`src/rtl/risc_mem_sequencer.sv`:
```
// Fetch/execute sequencer for the 8-bit accumulator CPU: owns PC, IR and the
// memory address mux, and walks a fixed 8-phase cycle per instruction.
module risc_mem_sequencer #(
    parameter int AW  = 5,
    parameter int DW  = 8,
    parameter int OPW = 3
) (
    input  logic           clk,
    input  logic           rst,
    input  logic [DW-1:0]  data_in,
    input  logic [DW-1:0]  acc,
    input  logic           zero,
    output logic [AW-1:0]  addr,
    output logic           mem_rd,
    output logic           mem_wr,
    output logic [DW-1:0]  data_out,
    output logic           data_oe,
    output logic [OPW-1:0] alu_op,
    output logic           ld_acc,
    output logic           halt,
    output logic [AW-1:0]  pc_q,
    output logic [DW-1:0]  ir_q
);

    typedef enum logic [2:0] {
        PH_INST_ADDR  = 3'd0,
        PH_INST_FETCH = 3'd1,
        PH_INST_LOAD  = 3'd2,
        PH_IDLE       = 3'd3,
        PH_OP_ADDR    = 3'd4,
        PH_OP_FETCH   = 3'd5,
        PH_ALU_OP     = 3'd6,
        PH_STORE      = 3'd7
    } phase_t;

    localparam logic [OPW-1:0] OP_HLT = OPW'(0);
    localparam logic [OPW-1:0] OP_SKZ = OPW'(1);
    localparam logic [OPW-1:0] OP_ADD = OPW'(2);
    localparam logic [OPW-1:0] OP_AND = OPW'(3);
    localparam logic [OPW-1:0] OP_XOR = OPW'(4);
    localparam logic [OPW-1:0] OP_LDA = OPW'(5);
    localparam logic [OPW-1:0] OP_STO = OPW'(6);
    localparam logic [OPW-1:0] OP_JMP = OPW'(7);

    phase_t          phase, phase_n;
    logic [AW-1:0]   pc, pc_n;
    logic [DW-1:0]   ir, ir_n;
    logic            halt_r, halt_n;
    logic [OPW-1:0]  opcode;
    logic [AW-1:0]   operand;
    logic            aluop_cls;
    logic            is_sto;

    assign opcode    = ir[DW-1:DW-OPW];
    assign operand   = ir[AW-1:0];
    assign aluop_cls = (opcode == OP_ADD) || (opcode == OP_AND) ||
                       (opcode == OP_XOR) || (opcode == OP_LDA);
    assign is_sto    = (opcode == OP_STO);

    // All state is async-reset, so every decoded strobe drops with rst.
    always_ff @(posedge clk or posedge rst) begin
        if (rst) begin
            phase  <= PH_INST_ADDR;
            pc     <= '0;
            ir     <= '0;
            halt_r <= 1'b0;
        end else begin
            phase  <= phase_n;
            pc     <= pc_n;
            ir     <= ir_n;
            halt_r <= halt_n;
        end
    end

    always_comb begin
        phase_n = phase;
        pc_n    = pc;
        ir_n    = ir;
        halt_n  = halt_r;
        if (!halt_r) begin
            phase_n = phase_t'(phase + 3'd1);
            case (phase)
                PH_INST_LOAD, PH_IDLE: ir_n = data_in;
                PH_OP_ADDR: begin
                    pc_n = pc + AW'(1);
                    if (opcode == OP_HLT) halt_n = 1'b1;
                end
                // Jump load wins over the SKZ increment in phase 6.
                PH_ALU_OP: begin
                    if (opcode == OP_JMP)
                        pc_n = operand;
                    else if (opcode == OP_SKZ && zero)
                        pc_n = pc + AW'(1);
                end
                PH_STORE: if (opcode == OP_JMP) pc_n = operand;
                default: ;
            endcase
        end
    end

    always_comb begin
        addr    = phase[2] ? operand : pc;
        mem_rd  = 1'b0;
        mem_wr  = 1'b0;
        data_oe = 1'b0;
        ld_acc  = 1'b0;
        case (phase)
            PH_INST_FETCH, PH_INST_LOAD, PH_IDLE: mem_rd = 1'b1;
            PH_OP_FETCH: mem_rd = aluop_cls;
            PH_ALU_OP: begin
                mem_rd  = aluop_cls;
                data_oe = is_sto;
            end
            PH_STORE: begin
                mem_rd  = aluop_cls;
                data_oe = is_sto;
                mem_wr  = is_sto;
                ld_acc  = aluop_cls;
            end
            default: ;
        endcase
    end

    assign data_out = acc;
    assign alu_op   = opcode;
    assign halt     = halt_r;
    assign pc_q     = pc;
    assign ir_q     = ir;

endmodule

```
`config.mk`:
```
export PLATFORM = sky130hd
export DESIGN_NAME = risc_mem_sequencer
export DESIGN_NICKNAME = d
export VERILOG_FILES = /design/src/rtl/risc_mem_sequencer.sv
export SDC_FILE = /design/constraint.sdc
export NUM_CORES = 1
export LEC_CHECK = 0
export ABC_CLOCK_PERIOD_IN_PS = 4700
export BUFFER_PORTS_ARGS = -buffer_cell sky130_fd_sc_hd__buf_4
export CORE_MARGIN = 2
export CORE_UTILIZATION = 35
export DETAILED_ROUTE_END_ITERATION = 7
export PLACE_DENSITY = 0.59
export SLEW_MARGIN = 20
export SYNTH_ARGS = -nofsm -noshare
export SYNTH_HDL_FRONTEND = slang
export SYNTH_SLANG_ARGS = --single-unit
```
`constraint.sdc`:
```
create_clock -name clk -period 4.7 [get_ports clk]
set_input_delay 0.94 -clock clk [delete_from_list [all_inputs] [get_ports clk]]
set_output_delay 0.94 -clock clk [all_outputs]
set_load 0.01 [all_outputs]
```
Word level (Yosys, flattened, before mapping) --
Cells that the tools add are included.
Operators by class: add/subtract/negate cells 2, multipliers 0, div/mod/pow operators 0, $lt $le $gt $ge 0, equality and inequality tests 16, shift operators 0, mux-type cells 12, bitwise operators 1, reductions and logical operators 12
Operators with widths (count):
- 3-bit == test (second input constant) | 8
- 5-bit 2-to-1 mux | 4
- 5-bit one-hot mux with 3 select lines | 1
- 3-bit by 2-bit == test with 1-bit output (second input constant) | 4
- 3-bit by 1-bit == test with 1-bit output (second input constant) | 2
- 1-bit 2-to-1 mux | 6
- 3-bit OR reduction | 2
- 5-bit by 1-bit adder with 5-bit output (second input constant) | 1
- 4-bit AND reduction | 1
- 2-bit OR reduction | 2
- 3-bit by 1-bit adder with 3-bit output (second input constant) | 1
- 3-bit zero test | 1
- 1-bit logical OR | 3
- 3-bit != test (second input constant) | 1
- 3-bit nonzero test | 1
- 2-bit != test (second input constant) | 1
- 1-bit one-hot mux with 2 select lines | 1
- 2-bit AND reduction | 1
- 1-bit logical AND | 1
- 1-bit inverter | 1
Storage, ports and cells: register bits 17, latch bits 0, bits in writable memories 0, bits in read-only memories 0, bits of input ports 19, output and inout port bits 34, word-level logic and storage cells 47, memories 0

Longest topological paths before layout --
word-level depth 5, depth in mapped cells 7

Least setup slack after synthesis --
OpenSTA, ideal clock, no wires.
path type reg2out, start point reg phase[0], end point out mem_rd, arrival 1.232 ns, data required time 3.760 ns, setup slack 2.528 ns, cell stages (with the launch flop) 6, buffers on the path 0, path through dfrtp_1 -> inv_1 -> ha_1 -> o21ai_0 -> a21oi_1 -> or2_2
On the way: longest elaborated chain between the ends 3, elaborated cells on any way between the ends 9
Ends and longest elaborated chain:
- from (decl) | line 45 | phase_t phase, phase_n;
- from (signal assigned) | line 68 | phase <= phase_n;
- 3-bit == test, or another cell as far along | line 107 | case (phase)
- 3-bit OR reduction (on tied branches)
- 1-bit one-hot mux with 2 select lines * | line 107
- to (decl) | line 14 | output logic mem_rd,
Mark *: on every way between the ends. The rest lies on a longest branch, timed or not.

Worst setup path after layout --
start point reg phase[2], end point out data_oe
On the way: longest elaborated chain between the ends 3, elaborated cells on any way between the ends 4
Ends and longest elaborated chain:
- 3-bit == test | line 107
- 2-bit OR reduction (no line) *
- 1-bit 2-to-1 mux * | line 107
- to (decl) | line 17 | output logic data_oe,
Marks and branches as above.

==> flow_summary.yaml <==
pwr:
  power_mw: 1.06
  power.internal_uw: 601
  clock_power_share_pct: 7.6
  combPwrFrac_pct: 59.7
  irDropWorstVdd_mv: 0.334
  powerDensity_mw_per_mm2: 785
  pwr-share-seq_pct: 32.7
  swShare_pct: 43.3
  power_switching_uw: 458
  power.leakage_nw: 0.642
floorplanning:
  ios: 53
  rows: 20
  die_area_mm2: 0.00361
  core_area_mm2: 0.00303
  die_w_um: 60.1
  initial_core_util_pct: 36.3
  die_h_um: 60.1
timing:
  max_slew.worst_pin.slew_ps: 628
  hold_viol_final: 0
  finalSetupTns_ps: 0
  timing.fmax_mhz: 364
  layout_min_cycle_time_ps: 2750
  rsz0062_at_grt: "false"
  slew_viol_final: 0
  min_period_over_period_pct: 58.4
  timing.slew.headroom_pct: 56.9
  setup_viol: 0
  hold_slack_ps: 554
  worst_clock_skew_ps: 2.58
placement:
  place_hpwl_um: 1750
  gp_congestion: 0.776
  io_buffers: 36
global_routing:
  grt_max_degree: 19
  grt.busiest_layer: "met2"
  use_met3_pct: 3.25
  grt_usage_pct: 14.7
  antenna_found_initial: 0
  grt_pass1_vias: 844
  grt_use_met2_pct: 21.6
  grt-ovfl-total: 0
  grt_pass1_wl_um: 3900
  grtUsageMet1_pct: 20.5
synth:
  yosysUniqueCellTypes: 36
  yosys.area.top_type: "dfrtp_1"
  ys_ff_latch: 17
  syn-cell-area_mm2: 0.00110
  synthTopCellsByArea: "dfrtp_1, mux2_2, ha_1"
  syn_area_per_cell_um2: 10.2
  syn_nets: 134
  synth_top_area_share_pct: 38.7
  yosys_warnings: 0
  ys_seq_area_share_pct: 38.7
  syn_inst: 108
cells_and_area:
  multi_input_area_um2: 534
  layout.nets: 161
  diodes: 0
  fillCellCount: 306
  fin_util_pct: 44.5
  regArea_um2: 425
  area_growth_pct: 22.6
  drive_gt1_share_pct: 41.8
  mostFrequentLayoutCell: "buf_4"
  final_cell_mix: "buf_4, dfrtp_1, mux2_2, inv_1"
critical_path:
  worst-path-max-fanout: 18
  arrival_ps: 1810
  rr_worst_depth: 5
  crit_path_start_kind: "register"
  critPathKind: "register to primary output"
  cp.required_ps: 3760
  end_kind: "primary output"
min_path:
  min_path_cells: 1
  hp-class: "register to register"
clock_network:
  ctsHtreeMaxLevel: 1
  worstSkewPairLatency_ps: 290
  cts.path.max_buffers: 2
  cts_resized: 0
  cts_sinks: 17
  cts_buffers: 3
  clk_pin_slew_ps: 100
  hold_buffers: 0
  root_buffer: "clkbuf_4"
  post-cts-setup-buffers: 0
  cts_tree: "built"
status:
  outcome: "complete, no violations"
route:
  ant_nets: 0
  vias: 862
  drc: 0
  viasPerCell: 4.84
  dr.pass1.iters: 4
  wire_per_inst_um: 13.0
  drt_iter0_drc: 25
  wirelength_um: 2320
job:
  drv_cap: 0
-- flip-flops by register name, summed over array words and instances, names as in the netlist --
name,cells
ir_q,8
phase,3
halt,1
pc_q,5
-- path summary, 6_finish.rpt --
kind                                       from              endpoint  slack, ps
max                        phase[2]$_DFFE_PP0N_               data_oe       1950
min                        phase[0]$_DFFE_PP0N_  phase[0]$_DFFE_PP0N_        550
max reg2reg                phase[2]$_DFFE_PP0N_   pc_q[1]$_DFFE_PP0P_       2450
min reg2reg                phase[0]$_DFFE_PP0N_  phase[0]$_DFFE_PP0N_        550
max in group asynchronous                   rst        halt$_DFF_PP0_       3540
min in group asynchronous                   rst   ir_q[1]$_DFFE_PP0P_        740
-- area by class of cell --
class                   count  share of cell area (%)
multi-input cells          67                    39.6
clock buffers               4                    1.95
inverters                  10                    2.78
repair buffers             36                    20.0
flip-flops and latches     17                    31.5
well taps                  44                    4.08
-- kinds of logic (layout without fill, tap and decap cells) --
logic type / Yosys count / in the layout / share of synthesized area [%]
fa+ha+maj: 7 / 7 / 7.96
xor+xnor: 2 / 2 / 1.59
flops: 17 / 17 / 38.7
mux: 14 / 14 / 14.3
compound gates: 24 / 24 / 14.9
buf+inv: 24 / 50 / 12.7
simple gates: 20 / 20 / 9.79
-- synth_stat cells --
master / number
buf_4: 11
mux2_2: 10
xor2_1: 1
nor3b_1: 1
nor2_1: 2
a211oi_2: 1
a32oi_1: 1
mux2_4: 1
xnor2_1: 1
a211oi_1: 3
a22oi_1: 3
nand3_1: 2
o21a_1: 1
ha_1: 7
o41ai_1: 1
and2_1: 1
inv_1: 9
nand2_1: 7
and3_1: 1
dfrtp_1: 17
a31o_2: 1
o22ai_1: 3
nor2_2: 1
clkbuf_1: 1
or2_1: 1
o21ai_1: 1
o21ai_0: 5
nor3_1: 2
mux2i_1: 3
or2_2: 1
a21oi_1: 3
inv_2: 1
nor4b_2: 1
buf_2: 1
buf_6: 1
a22o_1: 1
-- through the flow --
step / setup slack (ps) / instances / cell area (um^2)
floorplan: 2530 / 108 / 1100
global placement: 2310 / 174 / 1320
detailed placement: 2290 / 174 / 1320
CTS: 1940 / 178 / 1350
global route: 1760 / 178 / 1350
finish: 1950 / 178 / 1350
-- power groups by stage --
| stage | registers [mW] | logic (mW) | clock network (mW) |
|---|---|---|---|
| floorplan | 0.335 | 0.413 | 0 |
| global placement | 0.346 | 0.635 | 0 |
| detailed placement | 0.348 | 0.638 | 0 |
| CTS | 0.346 | 0.639 | 0.0853 |
| global route | 0.367 | 0.699 | 0.0926 |
| finish | 0.346 | 0.632 | 0.0802 |
-- routing by layer --
layer	vias to the layer above	wire (um)
met5	-	0
met3	6	151
met2	35	1090
met4	0	25
li1	424	-
met1	397	1050
-- critical path, stage by stage (launching register included) --
cell     delay (ps)
dfrtp_1         690
ha_1            370
a21oi_1         100
nor3_1          210
buf_4           150
(Power assumes the default switching activity.)
